`src/rtl/seq_multiplier_if.sv`:
```
// Operand/result handshake bundle between the host FSM and seq_multiplier.
// signed_op exists only when SEQ_MULT_SIGNED_EN is defined.
interface seq_multiplier_if #(
    parameter int unsigned WIDTH = 8
) ();
    logic                 start;
    logic [WIDTH-1:0]     multiplicand;
    logic [WIDTH-1:0]     multiplier;
`ifdef SEQ_MULT_SIGNED_EN
    logic                 signed_op;
`endif
    logic                 ready;
    logic                 busy;
    logic                 done;
    logic [2*WIDTH-1:0]   product;

`ifdef SEQ_MULT_SIGNED_EN
    modport master (
        output start, multiplicand, multiplier, signed_op,
        input  ready, busy, done, product
    );
    modport slave (
        input  start, multiplicand, multiplier, signed_op,
        output ready, busy, done, product
    );
`else
    modport master (
        output start, multiplicand, multiplier,
        input  ready, busy, done, product
    );
    modport slave (
        input  start, multiplicand, multiplier,
        output ready, busy, done, product
    );
`endif
endinterface

```
`src/rtl/seq_multiplier.sv`:
```
// Shift-add sequential multiplier with zero bypass, early exit and held product.
// Define SEQ_MULT_SIGNED_EN to add two's-complement operation via signed_op.
module seq_multiplier #(
    parameter int unsigned WIDTH = 8
) (
    input  logic             clk,
    input  logic             reset,
    seq_multiplier_if.slave  bus
);
    localparam int unsigned PROD_W = 2 * WIDTH;
    localparam int unsigned CNT_W  = $clog2(WIDTH);

    typedef enum logic [1:0] {S_IDLE, S_RUN, S_DONE} state_e;

    state_e              state_q;
    logic [PROD_W-1:0]   acc_q;
    logic [PROD_W-1:0]   mcand_sh_q;
    logic [WIDTH-1:0]    mplier_q;
    logic [CNT_W-1:0]    cnt_q;
    logic [PROD_W-1:0]   product_q;

    logic [WIDTH-1:0]    a_mag_c;
    logic [WIDTH-1:0]    b_mag_c;
    logic [PROD_W-1:0]   acc_d;
    logic [PROD_W-1:0]   product_d;
    logic                last_c;

`ifdef SEQ_MULT_SIGNED_EN
    logic                neg_c;
    logic                sign_q;

    // Magnitudes and result sign of the operands presented for capture.
    always_comb begin
        a_mag_c = bus.multiplicand;
        b_mag_c = bus.multiplier;
        neg_c   = 1'b0;
        if (bus.signed_op) begin
            if (bus.multiplicand[WIDTH-1]) a_mag_c = ~bus.multiplicand + WIDTH'(1);
            if (bus.multiplier[WIDTH-1])   b_mag_c = ~bus.multiplier + WIDTH'(1);
            neg_c = bus.multiplicand[WIDTH-1] ^ bus.multiplier[WIDTH-1];
        end
    end
`else
    always_comb begin
        a_mag_c = bus.multiplicand;
        b_mag_c = bus.multiplier;
    end
`endif

    // One shift-add step; the exit test looks at the multiplier after this shift.
    always_comb begin
        acc_d  = acc_q + (mplier_q[0] ? mcand_sh_q : '0);
        last_c = ((mplier_q >> 1) == '0) || (cnt_q == CNT_W'(WIDTH - 1));
`ifdef SEQ_MULT_SIGNED_EN
        product_d = (sign_q && (acc_d != '0)) ? (~acc_d + PROD_W'(1)) : acc_d;
`else
        product_d = acc_d;
`endif
    end

    always_ff @(posedge clk) begin
        if (reset) begin
            state_q    <= S_IDLE;
            acc_q      <= '0;
            mcand_sh_q <= '0;
            mplier_q   <= '0;
            cnt_q      <= '0;
            product_q  <= '0;
`ifdef SEQ_MULT_SIGNED_EN
            sign_q     <= 1'b0;
`endif
        end else begin
            case (state_q)
                S_IDLE: begin
                    if (bus.start) begin
                        acc_q <= '0;
                        if ((a_mag_c == '0) || (b_mag_c == '0)) begin
                            product_q <= '0;
                            state_q   <= S_DONE;
                        end else begin
                            mcand_sh_q <= PROD_W'(a_mag_c);
                            mplier_q   <= b_mag_c;
                            cnt_q      <= '0;
`ifdef SEQ_MULT_SIGNED_EN
                            sign_q     <= neg_c;
`endif
                            state_q    <= S_RUN;
                        end
                    end
                end
                S_RUN: begin
                    acc_q      <= acc_d;
                    mcand_sh_q <= mcand_sh_q << 1;
                    mplier_q   <= mplier_q >> 1;
                    cnt_q      <= cnt_q + CNT_W'(1);
                    if (last_c) begin
                        product_q <= product_d;
                        state_q   <= S_DONE;
                    end
                end
                S_DONE: begin
                    state_q <= S_IDLE;
                end
                default: begin
                    state_q <= S_IDLE;
                end
            endcase
        end
    end

    assign bus.ready   = (state_q == S_IDLE);
    assign bus.busy    = (state_q == S_RUN);
    assign bus.done    = (state_q == S_DONE);
    assign bus.product = product_q;

endmodule

```
`src/flat_wrapper.sv`:
```
// flat-port wrapper written by rule: the top's interface ports become plain ports
module seq_multiplier_flat 
#(
    parameter int unsigned WIDTH = 8
)
  (clk, reset, bus_start, bus_multiplicand, bus_multiplier, bus_ready, bus_busy, bus_done, bus_product);
  seq_multiplier_if #(.WIDTH(WIDTH)) bus_i ();
  input  logic clk;
  input  logic reset;
  input wire logic [$bits(bus_i.start)-1:0] bus_start;
  input wire logic [$bits(bus_i.multiplicand)-1:0] bus_multiplicand;
  input wire logic [$bits(bus_i.multiplier)-1:0] bus_multiplier;
  output wire logic [$bits(bus_i.ready)-1:0] bus_ready;
  output wire logic [$bits(bus_i.busy)-1:0] bus_busy;
  output wire logic [$bits(bus_i.done)-1:0] bus_done;
  output wire logic [$bits(bus_i.product)-1:0] bus_product;
  assign bus_i.start = bus_start;
  assign bus_i.multiplicand = bus_multiplicand;
  assign bus_i.multiplier = bus_multiplier;
  assign bus_ready = bus_i.ready;
  assign bus_busy = bus_i.busy;
  assign bus_done = bus_i.done;
  assign bus_product = bus_i.product;
  seq_multiplier #(.WIDTH(WIDTH)) u_core (.clk(clk), .reset(reset), .bus(bus_i));
endmodule
```
`config.mk`:
```
export PLATFORM = sky130hd
export DESIGN_NAME = seq_multiplier_flat
export DESIGN_NICKNAME = d
export VERILOG_FILES = /design/src/rtl/seq_multiplier_if.sv /design/src/rtl/seq_multiplier.sv /design/src/flat_wrapper.sv
export SDC_FILE = /design/constraint.sdc
export NUM_CORES = 1
export LEC_CHECK = 0
export ABC_AREA = 0
export BUFFER_PORTS_ARGS = -buffer_cell sky130_fd_sc_hd__buf_2
export CAP_MARGIN = 20
export CORE_MARGIN = 2
export CORE_UTILIZATION = 40
export DETAILED_ROUTE_END_ITERATION = 10
export PLACE_DENSITY = 0.67
export SLEW_MARGIN = 20
export SYNTH_ARGS = -nofsm -noshare
export SYNTH_HDL_FRONTEND = slang
export SYNTH_SLANG_ARGS = --single-unit
```
`constraint.sdc`:
```
create_clock -name clk -period 5.2 [get_ports clk]
set_input_delay 1.04 -clock clk [delete_from_list [all_inputs] [get_ports clk]]
set_output_delay 1.04 -clock clk [all_outputs]
set_load 0.02 [all_outputs]
```
==> results of run 1 <==
[logic make-up (layout without fill, tap and decap cells)]
group / count (synthesis) / after routing
fa+ha+maj: 18 / 18
compound gates: 100 / 100
mux: 3 / 3
buf+inv: 31 / 63
flops: 61 / 61
simple gates: 178 / 178
xor+xnor: 7 / 7
[sequential cells by signal (all words and copies together), names as in the netlist]
name	count
u_core.bus.product	16
u_core.mcand_sh_q	16
u_core.acc_q	16
u_core.state_q	2
u_core.mplier_q	8
u_core.cnt_q	3
[final timing paths]
check                           slack [ns]             startpoint                    end  cells after the start
worst max-delay path                  2.31     u_core.mplier_q[0]        u_core.acc_q[8]                     10
worst min-delay path                  0.46  u_core.bus.product[2]  u_core.bus.product[2]                      2
worst max register to register        2.31     u_core.mplier_q[0]        u_core.acc_q[8]                     10
worst min register to register        0.46  u_core.bus.product[2]  u_core.bus.product[2]                      2
[layout make-up]
| type | instances | area, um^2 | area share, % |
|---|---|---|---|
| inverters | 7 | 26.3 | 0.715 |
| clock inverters | 6 | 62.6 | 1.70 |
| clock buffers | 10 | 138 | 3.74 |
| well taps | 102 | 128 | 3.47 |
| flip-flops and latches | 61 | 1220 | 33.2 |
| multi-input cells | 306 | 1890 | 51.5 |
| repair buffers | 40 | 208 | 5.65 |
[per-stage QoR]
step | utilization (%) | area [um^2]
6_report | 47.1 | 3680
5_1_grt | 47.1 | 3680
4_1_cts | 47.0 | 3670
3_5_place_dp | 44.4 | 3470
3_3_place_gp | 44.4 | 3470
2_1_floorplan | - | 3250
[power by group]
group | leakage [nW] | switching [mW] | internal [mW]
clock | 0.0943 | 0.194 | 0.232
combinational | 0.951 | 0.112 | 0.0508
sequential | 0.496 | 0.0199 | 0.488
total | 1.54 | 0.326 | 0.772
[worst max-delay path: cells and delay by family, from the launching register on]
family | cells | cell delay, ns
AO/OA/AOI/OAI | 3 | 0.85
adder cells (fa/ha/maj) | 2 | 0.59
buffers and inverters | 1 | 0.06
flip-flops | 1 | 0.65
multiplexers | 1 | 0.19
AND/OR/NAND/NOR | 3 | 0.44
[placed cells by master, fill, tap and decap left out, types with 4 or more instances in the layout]
| cell | count |
|---|---|
| a311oi_1 | 14 |
| a31oi_1 | 4 |
| nand3b_1 | 10 |
| o21ai_0 | 6 |
| inv_1 | 6 |
| nor2_1 | 43 |
| xnor2_1 | 5 |
| a22oi_1 | 18 |
| and2_1 | 16 |
| ha_1 | 17 |
| nand3_1 | 13 |
| nor3b_1 | 5 |
| nor3_1 | 6 |
| a211oi_1 | 4 |
| o211ai_1 | 7 |
| a21o_1 | 4 |
| clkbuf_8 | 10 |
| buf_2 | 37 |
| nand2_1 | 65 |
| and3_1 | 4 |
| a21oi_1 | 25 |
| nor4_1 | 5 |
| dfxtp_1 | 61 |
[metal layers]
metal / vias to the layer above / track usage, % / part of all wire [%]
met5: - / 0 / 0
met4: 0 / 5.43 / 0.71
met3: 6 / 4.09 / 5.3
met2: 76 / 30.8 / 48
met1: 1369 / 23.2 / 46
li1: 1485 / - / -
==> metrics.md, run 1 <==
| Metric | Value |
|---|---|
| Layout Nets | `roughly 460` |
| Largest family of logic cells by synthesized area | `simple AND/OR/NAND/NOR gates` |
| Count of state elements after synthesis | `slightly above 60` |
| H-tree Lvls | `3` |
| Critical path type | `flip-flop to flip-flop` |
| Yosys top cell by area | `dfxtp_1` |
| Diode count | `0` |
| Power per cell area | `298 mW/mm^2` |
| Post-Syn Area per Cell | `~8.2 um^2` |
| Worst setup EP type | `flip-flop` |
| Crit path DAT | `3.13 ns` |
| Latest clock arrival within the worst-skew pair | `roughly 0.34 ns` |
| Slew headroom | `between 20% and 30%` |
| Final setup viols | `0` |
| Layout area overhead | `13.2%` |
| Slowest stage delay, CP | `~0.65 ns` |
| Initial drt markers | `approximately 160` |
| Post-synth top cells | `nand2_1 (65), dfxtp_1 (61), nor2_1 (43)` |
| Worst endpoint required time | `between 5 and 6 ns` |
| CTS resizes | `0` |
| Mapped Area | `0.00325 mm^2` |
| Final wirelength | `between 7000 and 8000 um` |
| Synth Area in Compound Gates | `21.8%` |
| Layout Skew | `slightly above 0.008 ns` |
| Synth unique cells | `a little over 50` |
| CTS tree | `built` |
| Congestion Overflow GR | `0` |
| Largest net degree at the start of global routing | `43` |
| Post-DRT Antenna Nets | `0` |
| Post-synthesis sequential area ratio | `a little under two fifths` |
| Fmax achieved | `about 350 MHz` |
| Leakage power | `approximately 1.5 nW` |
| Hold Violations, Final | `0` |
| RSZ-0062 raised after global routing | `false` |
| Hold slack | `0.455 ns` |
| Die ar. | `slightly below 0.009 mm^2` |
| CTS sink count | `between 60 and 70` |
| CTS max path bufs | `2` |
| IO buf count | `37` |
| CP max stage cell | `dfxtp_1` |
| Gpl congestion | `approximately 0.8` |
| Setup TNS | `0 ns` |
| Initial Util | `41.6%` |
| Final period utilization | `55.7%` |
| Syn nets | `between 400 and 500` |
| Vias in the first global route | `2753` |
| CP startpoint kind | `flip-flop` |
| Die Width | `94.1 um` |
| DR DRC count | `0` |
| Clock-pin slew on the worst setup and hold paths | `around 0.070 ns` |
| Initial antenna violation count | `0` |
| Total Routing Usage GR | `between 10% and 20%` |
| Site Rows | `32` |
| Root Buffer | `clkbuf_8` |
| Vias per cell | `~5.5` |
| VDD IR max | `0.159 mV` |
| Critical path peak fanout | `17` |
| Post-CTS setup buffer count | `0` |
| Die height | `about 94 um` |
| Most common cell in the netlist | `nand2_1` |
| Yosys top cell area share | `between 30% and 40%` |
| Post-synth EDFFs | `0` |
| Final Max Tran Viols | `0` |
| Mapped Cells | `between 300 and 400` |
| Final min period | `between 2 and 3 ns` |
| Synth Area in XOR/XNOR | `under 10%` |
| Placed cells | `approximately 520` |
| Io pins | `38` |
| Hold Path Class | `flip-flop to flip-flop` |
| First-pass GRT wire length | `12800 um` |
| Crit-path cells | `and2_1 -> ha_1 -> inv_1 -> fa_1 -> nor2b_1 -> o211ai_1 -> a31oi_1 -> a21boi_0 -> mux2i_1 -> nand2_1` |
| Status | `finished clean` |
| Detail Placement HPWL | `approximately 5100 um` |
| Post-Synth Simple-Gate Area | `between 20% and 30%` |
| Hold Buf Count CTS | `0` |
| Pre-CTS setup slack | `~2.3 ns` |
| Yosys warns | `0` |
| Top area cells in the synthesized netlist | `dfxtp_1 (38%), nand2_1 (7.5%), ha_1 (6.6%), nor2_1 (5.0%), a22oi_1 (4.2%)` |
| Main flop type after synthesis | `dfxtp_1` |
| Least-Margin Pin Slew | `roughly 1.1 ns` |
| DR pass1 iterations | `4` |
| Power Total | `roughly 1.1 mW` |
| Total of max-cap violations | `0` |
| Drt wl/cell | `around 14 um` |
| Via count | `2936` |
| Total CTS buffers | `9` |
| Asr flop ratio synth | `0%` |
| Mux contribution to synthesized area | `less than 1%` |
| Fin cells | `around 530` |
| Share of layout cells above drive strength 1 | `between 10 and 15%` |
| Fillers | `784` |
| Synth Area in Adders | `slightly above 7%` |
| Setup ws final | `~2.3 ns` |
| Core region area | `0.00781 mm^2` |
No activity file was read; power rests on OpenSTA's default activity.
==> run 2: changes to the inputs <==
--- a/config.mk
+++ b/config.mk
@@ -5,13 +5,13 @@
 export SDC_FILE = /design/constraint.sdc
 export NUM_CORES = 1
 export LEC_CHECK = 0
-export ABC_AREA = 0
+export ABC_AREA = 1
 export BUFFER_PORTS_ARGS = -buffer_cell sky130_fd_sc_hd__buf_2
 export CAP_MARGIN = 20
 export CORE_MARGIN = 2
 export CORE_UTILIZATION = 40
 export DETAILED_ROUTE_END_ITERATION = 10
-export PLACE_DENSITY = 0.67
+export PLACE_DENSITY = 0.69
 export SLEW_MARGIN = 20
 export SYNTH_ARGS = -nofsm -noshare
 export SYNTH_HDL_FRONTEND = slang
==> constraint.sdc (replaced) <==
create_clock -name clk -period 2.4 [get_ports clk]
set_input_delay 0.48 -clock clk [delete_from_list [all_inputs] [get_ports clk]]
set_output_delay 0.48 -clock clk [all_outputs]
set_load 0.02 [all_outputs]
==> run 2 against run 1 <==
Effect of this change:
- synthesized area rose by 8.6%
- sequential cell count did not move
- setup slack got worse by 2.0 ns
- clock skew rose by 0.0027 ns
- fmax rose by 37%
- combinational power rose to 3.4 times the previous value
- first-iteration DRC count rose by 8.1%
- utilization fell by 0.73 points
- clock power rose by 100%
- cell count rose by 34%
- count of clock-buffer cells in the layout did not move
- critical path type unchanged
- critical endpoint is now u_core.bus.product[8]
==> metrics.md, run 2 <==
| Metric | Value |
|---|---|
| Post-CTS setup buffer count | `0` |
| Die Width | `around 98 um` |
| Mapped Area | `approximately 0.0035 mm^2` |
| CTS max path bufs | `2` |
| DR pass1 iterations | `5` |
| Slowest stage delay, CP | `about 0.4 ns` |
| Synth unique cells | `30` |
| RSZ-0062 raised after global routing | `false` |
| Die ar. | `~0.0096 mm^2` |
| Post-synth EDFFs | `0` |
| DR DRC count | `0` |
| Drt wl/cell | `between 10 and 15 um` |
| CP startpoint kind | `flip-flop` |
| Worst setup EP type | `flip-flop` |
| First-pass GRT wire length | `around 14000 um` |
| Yosys top cell by area | `dfxtp_1` |
| Detail Placement HPWL | `between 6000 and 7000 um` |
| Worst endpoint required time | `between 2 and 3 ns` |
| Fin cells | `a little over 700` |
| Hold Violations, Final | `0` |
| Asr flop ratio synth | `0%` |
| Total Routing Usage GR | `between 10% and 20%` |
| Total CTS buffers | `9` |
| CP max stage cell | `dfxtp_1` |
| Clock-pin slew on the worst setup and hold paths | `around 0.070 ns` |
| Hold Buf Count CTS | `0` |
| H-tree Lvls | `3` |
| Crit-path cells | `nand2_1 -> inv_1 -> ha_1 -> inv_1 -> fa_1 -> inv_1 -> nand3_1 -> nand3_1 -> nand2_1 -> nand3_1 -> nand2_1 -> nand3_1 -> nand2_1 -> nand2_1 -> nor2_1` |
| Layout Skew | `roughly 0.011 ns` |
| RR Endpoint | `u_core.bus.product[8]` |
| Least-Margin Pin Slew | `about 0.48 ns` |
| Layout Nets | `around 640` |
| Post-DRT Antenna Nets | `0` |
| Root Buffer | `clkbuf_8` |
| Site Rows | `34` |
| Total of max-cap violations | `0` |
| CTS resizes | `0` |
| Final period utilization | `87.7%` |
| Hold endpoint | `u_core.mplier_q[7]` |
| Count of state elements after synthesis | `just over 60` |
| Critical path type | `flip-flop to flip-flop` |
| Yosys top cell area share | `34.6%` |
| Setup TNS | `0 ns` |
| Power per cell area | `646 mW/mm^2` |
| Latest clock arrival within the worst-skew pair | `about 0.35 ns` |
| Leakage power | `~2.1 nW` |
| Commonest non-fill, non-tap cells in the layout | `nand2_1 (189), inv_1 (81), nor2_1 (65)` |
| Final setup viols | `0` |
| Congestion Overflow GR | `0` |
| Io pins | `38` |
| Main flop type after synthesis | `dfxtp_1` |
| Final min period | `~2.1 ns` |
| Worst reg2reg setup slack | `slightly below 0.3 ns` |
| Gpl congestion | `0.948` |
| Post-synthesis sequential area ratio | `between 30% and 40%` |
| Via count | `~3400` |
| IO buf count | `37` |
| Share of layout cells above drive strength 1 | `between 10% and 20%` |
| Final Max Tran Viols | `0` |
| Layout area overhead | `13.6%` |
| Post-Syn Area per Cell | `about 6.3 um^2` |
| Vias per cell | `between 4 and 5` |
| Slew headroom | `~70%` |
| Status | `finished clean` |
| Placed cells | `around 700` |
| Hold Path Class | `input pin to flip-flop` |
| Hold Path Stages | `3` |
| Most common cell in the netlist | `nand2_1` |
| Top area cells in the synthesized netlist | `dfxtp_1 (35%), nand2_1 (20%), inv_1 (8.6%), nor2_1 (6.9%), ha_1 (6.0%)` |
| Fmax achieved | `475 MHz` |
| FF-to-FF Start | `u_core.mplier_q[0]` |
| Critical Path Most Common Cell | `nand2_1` |
| Mapped Cells | `around 560` |
| Critical path peak fanout | `6` |
| Vias in the first global route | `between 3000 and 4000` |
| Worst hold start | `bus_multiplier[7]` |
| Post-synth top cells | `nand2_1 (189), inv_1 (81), nor2_1 (65)` |
| Diode count | `0` |
| Yosys warns | `0` |
| Core region area | `between 0.008 and 0.009 mm^2` |
| Reg2Reg Depth | `15` |
| CTS sink count | `~60` |
| Syn nets | `600` |
| Initial Util | `~41%` |
| Crit path DAT | `approximately 2.4 ns` |
| VDD IR max | `between 0.3 and 0.4 mV` |
| Die height | `97.9 um` |
| Initial drt markers | `174` |
| Final wirelength | `around 8500 um` |
| Initial antenna violation count | `0` |
| CTS tree | `built` |
| Largest net degree at the start of global routing | `34` |
| Commonest non-fill, non-tap cell in the layout | `nand2_1` |
-- run 2: changes by cell type in the layout (fill, tap and decap cells not counted), moves of 6 or more --
| cell | change |
|---|---|
| o21ai_0 | +14 |
| a22oi_1 | -18 |
| nand2_1 | +124 |
| inv_1 | +75 |
| o211ai_1 | -6 |
| a21oi_1 | +15 |
| nand3b_1 | -8 |
| and2_1 | -16 |
| nor2_1 | +22 |
| a311oi_1 | -14 |
| a21oi_2 | +9 |
| nand3_1 | +13 |
-- run 2: logic make-up after synthesis --
logic type | count (synthesis) | share of synthesized area (%)
AOI/OAI and AO/OA | 77 | 12.1
adders and majority gates | 18 | 6.60
xor gates and xnor gates | 3 | 0.746
buffers and inverters | 104 | 11.4
and+or+nand+nor | 300 | 34.5
DFF | 61 | 34.6
-- run 2: per-stage QoR --
step / hold WS, ns / util, % / cell area [um^2] / total power, mW / setup slack (ns)
3_3_place_gp: 0.452 / 44.3 / 3820 / 1.73 / 0.356
5_1_grt: 0.424 / 46.3 / 4000 / 2.74 / 0.104
2_1_floorplan: 0.441 / - / 3520 / 1.57 / 0.176
3_5_place_dp: 0.454 / 44.3 / 3820 / 1.73 / 0.346
4_1_cts: 0.398 / 46.3 / 4000 / 2.61 / 0.315
6_report: 0.407 / 46.3 / 4000 / 2.58 / 0.294
-- run 2: cell type report --
type	instances	area (um^2)
clock buffer	10	128
clock inverter	5	52.6
fill	913	4630
inverter	85	319
multi-input combinational	398	1900
sequential	61	1220
tap	108	135
timing repair buffer	45	245
-- run 2: layer usage --
| metal | vias up | part of all wire (%) | track usage, % |
|---|---|---|---|
| li1 | 1815 | - | - |
| met1 | 1482 | 49 | 24.0 |
| met2 | 81 | 43 | 28.9 |
| met3 | 18 | 5.4 | 4.94 |
| met4 | 0 | 2.5 | 9.29 |
| met5 | - | 0 | 0 |
-- run 2: how the worst max path moves through the flow --
stage,depth (start not counted),slack [ns],from,to
4_1_cts,15,0.32,u_core.mplier_q[0],u_core.bus.product[8]
2_1_floorplan,17,0.18,u_core.mplier_q[0],u_core.bus.product[8]
5_1_grt,15,0.10,u_core.mplier_q[0],u_core.bus.product[8]
6_report,15,0.29,u_core.mplier_q[0],u_core.bus.product[8]
3_5_place_dp,15,0.35,u_core.mplier_q[0],u_core.bus.product[8]
3_3_place_gp,15,0.36,u_core.mplier_q[0],u_core.bus.product[8]
-- run 2: where the power goes --
group / total (mW) / leakage [nW] / switching (mW) / internal [mW]
clock network: 0.873 / 0.0919 / 0.405 / 0.468
registers: 1.15 / 0.498 / 0.0498 / 1.10
logic: 0.562 / 1.53 / 0.379 / 0.183
total: 2.58 / 2.12 / 0.834 / 1.75
-- run 2: critical path, delay by kind of cell, from the launching register on --
| family | cells | cell delay [ns] |
|---|---|---|
| AND/OR/NAND/NOR | 10 | 0.80 |
| adder cells (fa/ha/maj) | 2 | 0.56 |
| flip-flops | 1 | 0.41 |
| buffers and inverters | 3 | 0.25 |
